--- config.mk ---
export PLATFORM = sky130hd
export DESIGN_NAME = multicycle_control_unit_flat
export DESIGN_NICKNAME = d
export VERILOG_FILES = /design/src/rtl/multicycle_control_unit_if.sv /design/src/rtl/multicycle_control_unit.sv /design/src/flat_wrapper.sv
export SDC_FILE = /design/constraint.sdc
export NUM_CORES = 1
export LEC_CHECK = 0
export CAP_MARGIN = 10
export CORE_MARGIN = 3
export CORE_UTILIZATION = 38
export CTS_CLUSTER_SIZE = 40
export DETAILED_ROUTE_END_ITERATION = 12
export PLACE_DENSITY = 0.8
export SLEW_MARGIN = 20
export SYNTH_ARGS = -nofsm -noshare
export SYNTH_HDL_FRONTEND = slang
export SYNTH_SLANG_ARGS = --single-unit
--- constraint.sdc ---
create_clock -name CLK -period 2.1 [get_ports CLK]
set_input_delay 0.525 -clock CLK [delete_from_list [all_inputs] [get_ports CLK]]
set_output_delay 0.525 -clock CLK [all_outputs]
set_load 0.05 [all_outputs]
--- src/rtl/multicycle_control_unit_if.sv ---
// multicycle_control_unit_if: control bus between the multicycle control unit and its datapath.
// Ports: Opcode/Zero come from the datapath (IR[31:26], ALU zero flag);
// every other signal is a datapath control line plus the current State.
// master = control unit side, slave = datapath side.
interface multicycle_control_unit_if #(parameter int STATE_W = 3);
    logic [5:0]         Opcode;
    logic               Zero;
    logic               PCWre;
    logic               IRWre;
    logic               InsMemRW;
    logic               RegWre;
    logic               WrRegData;
    logic [1:0]         RegDst;
    logic               ExtSel;
    logic               ALUSrcB;
    logic [2:0]         ALUOp;
    logic               DataMemRW;
    logic               DBDataSrc;
    logic [1:0]         PCSrc;
    logic [STATE_W-1:0] State;
    modport master (
        input  Opcode, Zero,
        output PCWre, IRWre, InsMemRW, RegWre, WrRegData, RegDst, ExtSel,
               ALUSrcB, ALUOp, DataMemRW, DBDataSrc, PCSrc, State
    );
    modport slave (
        output Opcode, Zero,
        input  PCWre, IRWre, InsMemRW, RegWre, WrRegData, RegDst, ExtSel,
               ALUSrcB, ALUOp, DataMemRW, DBDataSrc, PCSrc, State
    );
endinterface

--- src/rtl/multicycle_control_unit.sv ---
// multicycle_control_unit: Moore FSM sequencing a multicycle MIPS-subset datapath through IF/ID/EXE/MEM/WB.
// Ports: CLK (rising edge), Reset (sync, active-high, forces sIF),
// bus (master modport): Opcode/Zero in, all datapath control lines and State out.
module multicycle_control_unit #(parameter int STATE_W = 3) (
    input  logic                      CLK,
    input  logic                      Reset,
    multicycle_control_unit_if.master bus
);
    typedef enum logic [2:0] {
        sIF     = 3'b000,
        sID     = 3'b001,
        sEXE_AL = 3'b110,
        sEXE_BR = 3'b101,
        sEXE_LS = 3'b010,
        sMEM    = 3'b011,
        sWB_AL  = 3'b111,
        sWB_LD  = 3'b100
    } state_t;
    state_t state, nextState, decState;
    logic isAdd, isSub, isOri, isSlt, isSw, isLw, isBeq, isJ, isJal, isHalt, isAl, isLs;
    logic [2:0] alOp;
    assign isAdd  = bus.Opcode == 6'b000000;
    assign isSub  = bus.Opcode == 6'b000001;
    assign isOri  = bus.Opcode == 6'b010000;
    assign isSlt  = bus.Opcode == 6'b100110;
    assign isSw   = bus.Opcode == 6'b110000;
    assign isLw   = bus.Opcode == 6'b110001;
    assign isBeq  = bus.Opcode == 6'b110100;
    assign isJ    = bus.Opcode == 6'b111000;
    assign isJal  = bus.Opcode == 6'b111010;
    assign isHalt = bus.Opcode == 6'b111111;
    assign isAl   = isAdd | isSub | isOri | isSlt;
    assign isLs   = isSw | isLw;
    assign alOp   = isSub ? 3'b001 : isOri ? 3'b011 : isSlt ? 3'b110 : 3'b000;
    // Outputs show the fetch values while Reset is held, even before the register has returned to sIF.
    assign decState  = Reset ? sIF : state;
    assign bus.State = STATE_W'(state);
    always_ff @(posedge CLK) begin
        state <= Reset ? sIF : nextState;
    end
    always_comb begin
        nextState     = sIF;
        bus.PCWre     = 1'b0;
        bus.IRWre     = 1'b0;
        bus.InsMemRW  = 1'b0;
        bus.RegWre    = 1'b0;
        bus.WrRegData = 1'b0;
        bus.RegDst    = 2'd1;
        bus.ExtSel    = 1'b1;
        bus.ALUSrcB   = 1'b0;
        bus.ALUOp     = 3'b000;
        bus.DataMemRW = 1'b0;
        bus.DBDataSrc = 1'b0;
        bus.PCSrc     = 2'b00;
        case (decState)
            sIF: begin
                nextState    = sID;
                bus.IRWre    = 1'b1;
                bus.InsMemRW = 1'b1;
            end
            sID: begin
                nextState  = isAl ? sEXE_AL : isBeq ? sEXE_BR : isLs ? sEXE_LS : sIF;
                // j/jal/illegal retire here; halt keeps the PC so it is re-fetched forever.
                bus.PCWre  = !(isAl | isBeq | isLs | isHalt);
                bus.PCSrc  = (isJ | isJal) ? 2'b10 : 2'b00;
                bus.RegWre = isJal;
                bus.RegDst = isJal ? 2'd0 : 2'd1;
            end
            sEXE_AL: begin
                nextState   = sWB_AL;
                bus.ALUSrcB = isOri;
                bus.ExtSel  = !isOri;
                bus.ALUOp   = alOp;
            end
            sWB_AL: begin
                bus.ALUSrcB   = isOri;
                bus.ExtSel    = !isOri;
                bus.ALUOp     = alOp;
                bus.RegWre    = 1'b1;
                bus.WrRegData = 1'b1;
                bus.PCWre     = 1'b1;
                bus.RegDst    = isOri ? 2'd1 : 2'd2;
            end
            sEXE_BR: begin
                bus.ALUOp = 3'b001;
                bus.PCWre = 1'b1;
                bus.PCSrc = bus.Zero ? 2'b01 : 2'b00;
            end
            sEXE_LS: begin
                nextState   = sMEM;
                bus.ALUSrcB = 1'b1;
            end
            sMEM: begin
                nextState     = isLw ? sWB_LD : sIF;
                bus.ALUSrcB   = 1'b1;
                bus.DataMemRW = isSw;
                bus.PCWre     = !isLw;
            end
            sWB_LD: begin
                bus.ALUSrcB   = 1'b1;
                bus.RegWre    = 1'b1;
                bus.WrRegData = 1'b1;
                bus.DBDataSrc = 1'b1;
                bus.PCWre     = 1'b1;
            end
            default: nextState = sIF;
        endcase
    end
endmodule

--- src/flat_wrapper.sv ---
// flat-port wrapper written by rule: the top's interface ports become plain ports
module multicycle_control_unit_flat 
#(parameter int STATE_W = 3)
  (CLK, Reset, bus_Opcode, bus_Zero, bus_PCWre, bus_IRWre, bus_InsMemRW, bus_RegWre, bus_WrRegData, bus_RegDst, bus_ExtSel, bus_ALUSrcB, bus_ALUOp, bus_DataMemRW, bus_DBDataSrc, bus_PCSrc, bus_State);
  multicycle_control_unit_if #(.STATE_W(STATE_W)) bus_i ();
  input  logic CLK;
  input  logic Reset;
  input wire logic [$bits(bus_i.Opcode)-1:0] bus_Opcode;
  input wire logic [$bits(bus_i.Zero)-1:0] bus_Zero;
  output wire logic [$bits(bus_i.PCWre)-1:0] bus_PCWre;
  output wire logic [$bits(bus_i.IRWre)-1:0] bus_IRWre;
  output wire logic [$bits(bus_i.InsMemRW)-1:0] bus_InsMemRW;
  output wire logic [$bits(bus_i.RegWre)-1:0] bus_RegWre;
  output wire logic [$bits(bus_i.WrRegData)-1:0] bus_WrRegData;
  output wire logic [$bits(bus_i.RegDst)-1:0] bus_RegDst;
  output wire logic [$bits(bus_i.ExtSel)-1:0] bus_ExtSel;
  output wire logic [$bits(bus_i.ALUSrcB)-1:0] bus_ALUSrcB;
  output wire logic [$bits(bus_i.ALUOp)-1:0] bus_ALUOp;
  output wire logic [$bits(bus_i.DataMemRW)-1:0] bus_DataMemRW;
  output wire logic [$bits(bus_i.DBDataSrc)-1:0] bus_DBDataSrc;
  output wire logic [$bits(bus_i.PCSrc)-1:0] bus_PCSrc;
  output wire logic [$bits(bus_i.State)-1:0] bus_State;
  assign bus_i.Opcode = bus_Opcode;
  assign bus_i.Zero = bus_Zero;
  assign bus_PCWre = bus_i.PCWre;
  assign bus_IRWre = bus_i.IRWre;
  assign bus_InsMemRW = bus_i.InsMemRW;
  assign bus_RegWre = bus_i.RegWre;
  assign bus_WrRegData = bus_i.WrRegData;
  assign bus_RegDst = bus_i.RegDst;
  assign bus_ExtSel = bus_i.ExtSel;
  assign bus_ALUSrcB = bus_i.ALUSrcB;
  assign bus_ALUOp = bus_i.ALUOp;
  assign bus_DataMemRW = bus_i.DataMemRW;
  assign bus_DBDataSrc = bus_i.DBDataSrc;
  assign bus_PCSrc = bus_i.PCSrc;
  assign bus_State = bus_i.State;
  multicycle_control_unit #(.STATE_W(STATE_W)) u_core (.CLK(CLK), .Reset(Reset), .bus(bus_i));
endmodule
==> impl_metrics.xml, run 1 <==
<?xml version="1.0" encoding="UTF-8"?>
<metrics>
  <group name="outcome">
    <metric name="outcome" unit="">did not finish</metric>
    <metric name="stop_stage" unit="">detailed placement (3_5_place_dp)</metric>
    <metric name="error" unit="">[ERROR DPL-0033] detailed placement checks failed during check placement.</metric>
  </group>
  <group name="yosys">
    <metric name="post-synth-top-area-fraction" unit="%">11.4</metric>
    <metric name="net_count_synth" unit="">82</metric>
    <metric name="synthDistinctLibCells" unit="">35</metric>
    <metric name="netlist.top_cell.by_area" unit="">sky130_fd_sc_hd__dfxtp_1</metric>
    <metric name="synth_seq_cells" unit="">3</metric>
    <metric name="synth_common_cells" unit="">sky130_fd_sc_hd__nor2_1 (9), sky130_fd_sc_hd__nand2_1 (5), sky130_fd_sc_hd__nor3_1 (5)</metric>
    <metric name="post_synthesis_cells" unit="">73</metric>
    <metric name="synthTopCellsByArea" unit="">sky130_fd_sc_hd__dfxtp_1 (11%), sky130_fd_sc_hd__nor2_1 (6.4%), sky130_fd_sc_hd__nor3_1 (4.7%), sky130_fd_sc_hd__nor4b_4 (4.5%), sky130_fd_sc_hd__or3_4 (4.3%)</metric>
    <metric name="synth_async_sr_flop_share" unit="%">0</metric>
    <metric name="dominantRegCellSynth" unit="">sky130_fd_sc_hd__dfxtp_1</metric>
    <metric name="synth-warning-count" unit="">0</metric>
    <metric name="synthesis.area" unit="µm²">528</metric>
    <metric name="edff_count_synth" unit="">0</metric>
    <metric name="ys_seq_area_share" unit="%">11.4</metric>
    <metric name="synth.most_common_cell" unit="">sky130_fd_sc_hd__nor2_1</metric>
    <metric name="postSynthAreaPerCell" unit="µm²">7.23</metric>
  </group>
  <group name="floorplanning">
    <metric name="start_util" unit="%">44.0</metric>
    <metric name="die_h" unit="µm">43.3</metric>
    <metric name="floorplan.io_pins" unit="">28</metric>
    <metric name="die_x" unit="µm">43.3</metric>
    <metric name="rows" unit="">12</metric>
  </group>
  <group name="place">
    <metric name="globalplace.congestion" unit="">0.854</metric>
    <metric name="place.port_buffers" unit="">27</metric>
    <metric name="place_hpwl" unit="µm">2420</metric>
  </group>
</metrics>
cell families after synthesis:
logic type,count (synthesis),synth area share (%)
AND/OR/NAND/NOR,41,51.4
flip-flops,3,11.4
AO/OA/AOI/OAI,16,22.3
XOR/XNOR,2,3.32
buffers and inverters,11,11.6
through the flow:
step           cell area (µm²)  TNS (ns)  setup WS, ns
3_3_place_gp              1190     -5.48        -0.557
2_1_floorplan              626     -3.32        -0.566
==> run 2: changes to the inputs <==
--- a/config.mk
+++ b/config.mk
@@ -6,11 +6,10 @@
 export NUM_CORES = 1
 export LEC_CHECK = 0
 export CAP_MARGIN = 10
-export CORE_MARGIN = 3
-export CORE_UTILIZATION = 38
-export CTS_CLUSTER_SIZE = 40
+export CORE_AREA = 3 3 64 66
 export DETAILED_ROUTE_END_ITERATION = 12
-export PLACE_DENSITY = 0.8
+export DIE_AREA = 0 0 67 69
+export PLACE_DENSITY_LB_ADDON = 0.15
 export SLEW_MARGIN = 20
 export SYNTH_ARGS = -nofsm -noshare
 export SYNTH_HDL_FRONTEND = slang
==> impl_metrics.xml, run 2 <==
<?xml version="1.0" encoding="UTF-8"?>
<metrics>
  <group name="outcome">
    <metric name="outcome" unit="">complete, but fails checks</metric>
    <metric name="failing_checks" unit="">setup timing</metric>
  </group>
  <group name="grt">
    <metric name="number_of_global_route_vias_before_repair" unit="">836</metric>
    <metric name="grtUsageTotal" unit="%">10.4</metric>
    <metric name="grt.busiest_layer" unit="">met2</metric>
    <metric name="grt.met3_usage" unit="%">2.77</metric>
    <metric name="number_of_antenna_violations_at_the_first_check_in_global_routing" unit="">0</metric>
    <metric name="grt_pass1_wl" unit="µm">3820</metric>
    <metric name="grt.met1_usage" unit="%">13.1</metric>
    <metric name="grt_start_max_net_pins" unit="">14</metric>
    <metric name="met2_usage_grt" unit="%">17.6</metric>
    <metric name="grt-ovfl-total" unit="">0</metric>
  </group>
  <group name="place">
    <metric name="setup_slack_at_placement" unit="ns">-0.560</metric>
    <metric name="place.port_buffers" unit="">27</metric>
    <metric name="place_hpwl" unit="µm">1820</metric>
    <metric name="post-place-cells" unit="">177</metric>
    <metric name="globalplace.congestion" unit="">0.791</metric>
  </group>
  <group name="routing">
    <metric name="wl" unit="µm">2320</metric>
    <metric name="post_drt_via_cell_ratio" unit="">4.30</metric>
    <metric name="drt_wl_cell" unit="µm">12.5</metric>
    <metric name="via_count" unit="">799</metric>
    <metric name="iter_0_drt_violations" unit="">29</metric>
    <metric name="detail-route-antenna-nets" unit="">0</metric>
    <metric name="dr.pass1.iters" unit="">4</metric>
    <metric name="remaining_drc_errors" unit="">0</metric>
  </group>
  <group name="timing">
    <metric name="grt_setup_unrepaired" unit="">true</metric>
    <metric name="worst_slew_pin_slew" unit="ns">0.243</metric>
    <metric name="final.period_utilization" unit="%">107</metric>
    <metric name="max_clock_freq" unit="GHz">0.444</metric>
    <metric name="report.final.setup_viol" unit="">9</metric>
    <metric name="fin_ws" unit="ns">-0.154</metric>
    <metric name="hold_slack" unit="ns">0.584</metric>
    <metric name="post-route-min-period" unit="ns">2.25</metric>
    <metric name="total_negative_slack_for_setup_checks" unit="ns">-0.739</metric>
    <metric name="finalClockSkew" unit="ns">0.000358</metric>
    <metric name="slew_viol_final" unit="">0</metric>
    <metric name="slew_headroom" unit="%">83.7</metric>
    <metric name="finalHoldViolCount" unit="">0</metric>
  </group>
  <group name="clock_tree">
    <metric name="cts.root.buffer_cell" unit="">sky130_fd_sc_hd__clkbuf_8</metric>
    <metric name="cts.htree.levels" unit="">1</metric>
    <metric name="clock_insertion_delay_worst_skew" unit="ns">0.21</metric>
    <metric name="cts-buffers-inserted" unit="">3</metric>
    <metric name="clock_tree.buffer_depth" unit="">2</metric>
    <metric name="clock_sink_count" unit="">3</metric>
    <metric name="tritoncts_clock_tree" unit="">yes</metric>
    <metric name="clk_pin_slew_worst_paths" unit="ns">0.03</metric>
  </group>
  <group name="power_and_ir_drop">
    <metric name="power.combinational.fraction" unit="%">45.4</metric>
    <metric name="pwr-share-clk" unit="%">39.7</metric>
    <metric name="power.static_leakage" unit="nW">0.626</metric>
    <metric name="power.density" unit="nW/µm²">285</metric>
    <metric name="p_sw" unit="µW">135</metric>
    <metric name="ir_drop" unit="µV">150</metric>
    <metric name="power.switching_fraction" unit="%">32.7</metric>
    <metric name="intPower" unit="µW">279</metric>
    <metric name="power.share.sequential" unit="%">14.9</metric>
  </group>
  <group name="worst_hold_path">
    <metric name="min_path_type" unit="">reg -&gt; reg</metric>
  </group>
  <group name="yosys">
    <metric name="postSynthAreaPerCell" unit="µm²">7.23</metric>
    <metric name="synth-warning-count" unit="">0</metric>
    <metric name="synthesis.area" unit="µm²">528</metric>
    <metric name="synth.most_common_cell" unit="">sky130_fd_sc_hd__nor2_1</metric>
    <metric name="post-synth-top-area-fraction" unit="%">11.4</metric>
    <metric name="dominantRegCellSynth" unit="">sky130_fd_sc_hd__dfxtp_1</metric>
    <metric name="synth_async_sr_flop_share" unit="%">0</metric>
    <metric name="synthTopCellsByArea" unit="">sky130_fd_sc_hd__dfxtp_1 (11%), sky130_fd_sc_hd__nor2_1 (6.4%), sky130_fd_sc_hd__nor3_1 (4.7%), sky130_fd_sc_hd__nor4b_4 (4.5%), sky130_fd_sc_hd__or3_4 (4.3%)</metric>
    <metric name="netlist.top_cell.by_area" unit="">sky130_fd_sc_hd__dfxtp_1</metric>
    <metric name="ys_seq_area_share" unit="%">11.4</metric>
    <metric name="net_count_synth" unit="">82</metric>
    <metric name="synth_seq_cells" unit="">3</metric>
    <metric name="synthDistinctLibCells" unit="">35</metric>
    <metric name="synth_common_cells" unit="">sky130_fd_sc_hd__nor2_1 (9), sky130_fd_sc_hd__nand2_1 (5), sky130_fd_sc_hd__nor3_1 (5)</metric>
    <metric name="post_synthesis_cells" unit="">73</metric>
    <metric name="edff_count_synth" unit="">0</metric>
  </group>
  <group name="floorplanning">
    <metric name="start_util" unit="%">14.5</metric>
    <metric name="rows" unit="">22</metric>
    <metric name="die_h" unit="µm">69</metric>
    <metric name="design.die.area" unit="µm²">4620</metric>
    <metric name="die_x" unit="µm">67</metric>
    <metric name="core" unit="µm²">3630</metric>
    <metric name="floorplan.io_pins" unit="">28</metric>
  </group>
  <group name="cells_and_area">
    <metric name="most-common-layout-cells" unit="">sky130_fd_sc_hd__buf_4 (41), sky130_fd_sc_hd__buf_12 (13), sky130_fd_sc_hd__buf_6 (10), sky130_fd_sc_hd__nor2_1 (7)</metric>
    <metric name="multi_input_comb_area" unit="µm²">563</metric>
    <metric name="most_common_library_cell_in_the_layout_ignoring_fill_and_taps" unit="">sky130_fd_sc_hd__buf_4</metric>
    <metric name="sequential_cell_area" unit="µm²">65.1</metric>
    <metric name="final_net_count" unit="">148</metric>
    <metric name="layout-area-overhead-vs-synth" unit="%">175</metric>
    <metric name="largest_reg_flops" unit="">3</metric>
    <metric name="number_of_inserted_diodes" unit="">0</metric>
    <metric name="layout-drive-gt1-share" unit="%">70.3</metric>
    <metric name="instances_no_fill" unit="">186</metric>
    <metric name="nFillCells" unit="">409</metric>
    <metric name="layout.core_utilization" unit="%">40.0</metric>
  </group>
  <group name="worst_setup_path">
    <metric name="required" unit="ns">1.57</metric>
    <metric name="rr_worst_depth" unit="">4</metric>
    <metric name="critical_path.startpoint_type" unit="">primary input</metric>
    <metric name="timing.critical_path.arrival" unit="ns">1.73</metric>
    <metric name="endpoint_kind" unit="">primary output</metric>
    <metric name="worstReg2RegStart" unit="">u_core.bus.State[2]</metric>
    <metric name="reg2reg_setup_slack" unit="ns">0.78</metric>
    <metric name="r2r-end" unit="">u_core.bus.State[2]</metric>
    <metric name="timing.critical_path.from" unit="">bus_Opcode[3]</metric>
    <metric name="crit_path_end" unit="">bus_PCWre</metric>
    <metric name="critPathMaxFanout" unit="">3</metric>
    <metric name="crit_type" unit="">in -&gt; out</metric>
  </group>
  <group name="job">
    <metric name="cap_viol_max_count" unit="">0</metric>
  </group>
</metrics>
-- run 2: cell counts after synthesis --
Identical to the previous run, type by type.
-- run 2: worst max-delay path, stage by stage --
cell	delay, ns
sky130_fd_sc_hd__buf_6	0.09
sky130_fd_sc_hd__or3_4	0.39
sky130_fd_sc_hd__buf_4	0.16
sky130_fd_sc_hd__o32a_1	0.17
sky130_fd_sc_hd__a22o_1	0.23
sky130_fd_sc_hd__buf_6	0.16
-- run 2: final cells by class --
type                    instances  share of cell area, %
clock buffers                   4                   3.10
inverters                       4                   1.03
flip-flops and latches          3                   4.48
well taps                      48                   4.13
multi-input cells              59                   38.7
repair buffers                 68                   48.5
-- run 2: power groups by stage --
stage,Combinational [mW],Sequential [mW],Clock [mW]
floorplan,0.0837,0.0704,0
finish,0.188,0.0616,0.165
global placement,0.169,0.0622,0
detailed placement,0.169,0.0623,0
global route,0.199,0.0618,0.179
CTS,0.182,0.0616,0.171
-- run 2: cell families (layout without fill, tap and decap cells) --
group	Yosys count	count (layout)	share of synthesized area (%)
simple gates	41	41	51.4
compound gates	16	16	22.3
flops	3	3	11.4
buf+inv	11	76	11.6
xor+xnor	2	2	3.32
-- run 2: worst min-delay path by stage --
stage	start	to	slack [ns]	depth (start not counted)
CTS	u_core.bus.State[2]	u_core.bus.State[0]	0.59	2
floorplan	bus_Opcode[3]	u_core.bus.State[2]	0.64	1
global route	u_core.bus.State[2]	u_core.bus.State[0]	0.61	2
finish	u_core.bus.State[2]	u_core.bus.State[0]	0.58	2
global placement	u_core.bus.State[2]	u_core.bus.State[0]	0.58	2
detailed placement	u_core.bus.State[2]	u_core.bus.State[0]	0.58	2
-- run 2: timing repair --
| item | 4_1_cts | 5_1_grt |
|---|---|---|
| setup buffers | 5 | 2 |
| hold buffers | 0 | 0 |
| endpoints found under the hold margin | 0 | 0 |
| setup endpoints to repair | 16 | 12 |
| pin swaps | 14 | 7 |
| gates resized for setup | 49 | 7 |
-- run 2: metal layers --
layer	vias to the layer above	wire, µm	share of wire (%)
met5	-	0	0
met4	0	13	0.56
met3	2	112	4.8
met2	21	1180	51
met1	382	1010	44
li1	394	-	-
-- run 2: metrics by stage --
stage | power [mW] | area, µm²
5_1_grt | 0.440 | 1450
4_1_cts | 0.414 | 1420
3_3_place_gp | 0.231 | 1280
6_report | 0.414 | 1450
2_1_floorplan | 0.154 | 626
3_5_place_dp | 0.232 | 1280
Note: power is estimated with default switching activity, not from simulation.
==> run 3: changes to the inputs <==
--- a/config.mk
+++ b/config.mk
@@ -10,7 +10,6 @@
 export DETAILED_ROUTE_END_ITERATION = 12
 export DIE_AREA = 0 0 67 69
 export PLACE_DENSITY_LB_ADDON = 0.15
-export SLEW_MARGIN = 20
 export SYNTH_ARGS = -nofsm -noshare
 export SYNTH_HDL_FRONTEND = slang
 export SYNTH_SLANG_ARGS = --single-unit
==> results of run 3 <==
No change in the layout: final DEF, timing and power equal those of run 2.
==> run 4: changes to the inputs <==
--- a/config.mk
+++ b/config.mk
@@ -5,7 +5,7 @@
 export SDC_FILE = /design/constraint.sdc
 export NUM_CORES = 1
 export LEC_CHECK = 0
-export CAP_MARGIN = 10
+export CAP_MARGIN = 0
 export CORE_AREA = 3 3 64 66
 export DETAILED_ROUTE_END_ITERATION = 12
 export DIE_AREA = 0 0 67 69
==> results of run 4 <==
No change in the layout: final DEF, timing and power equal those of run 2.
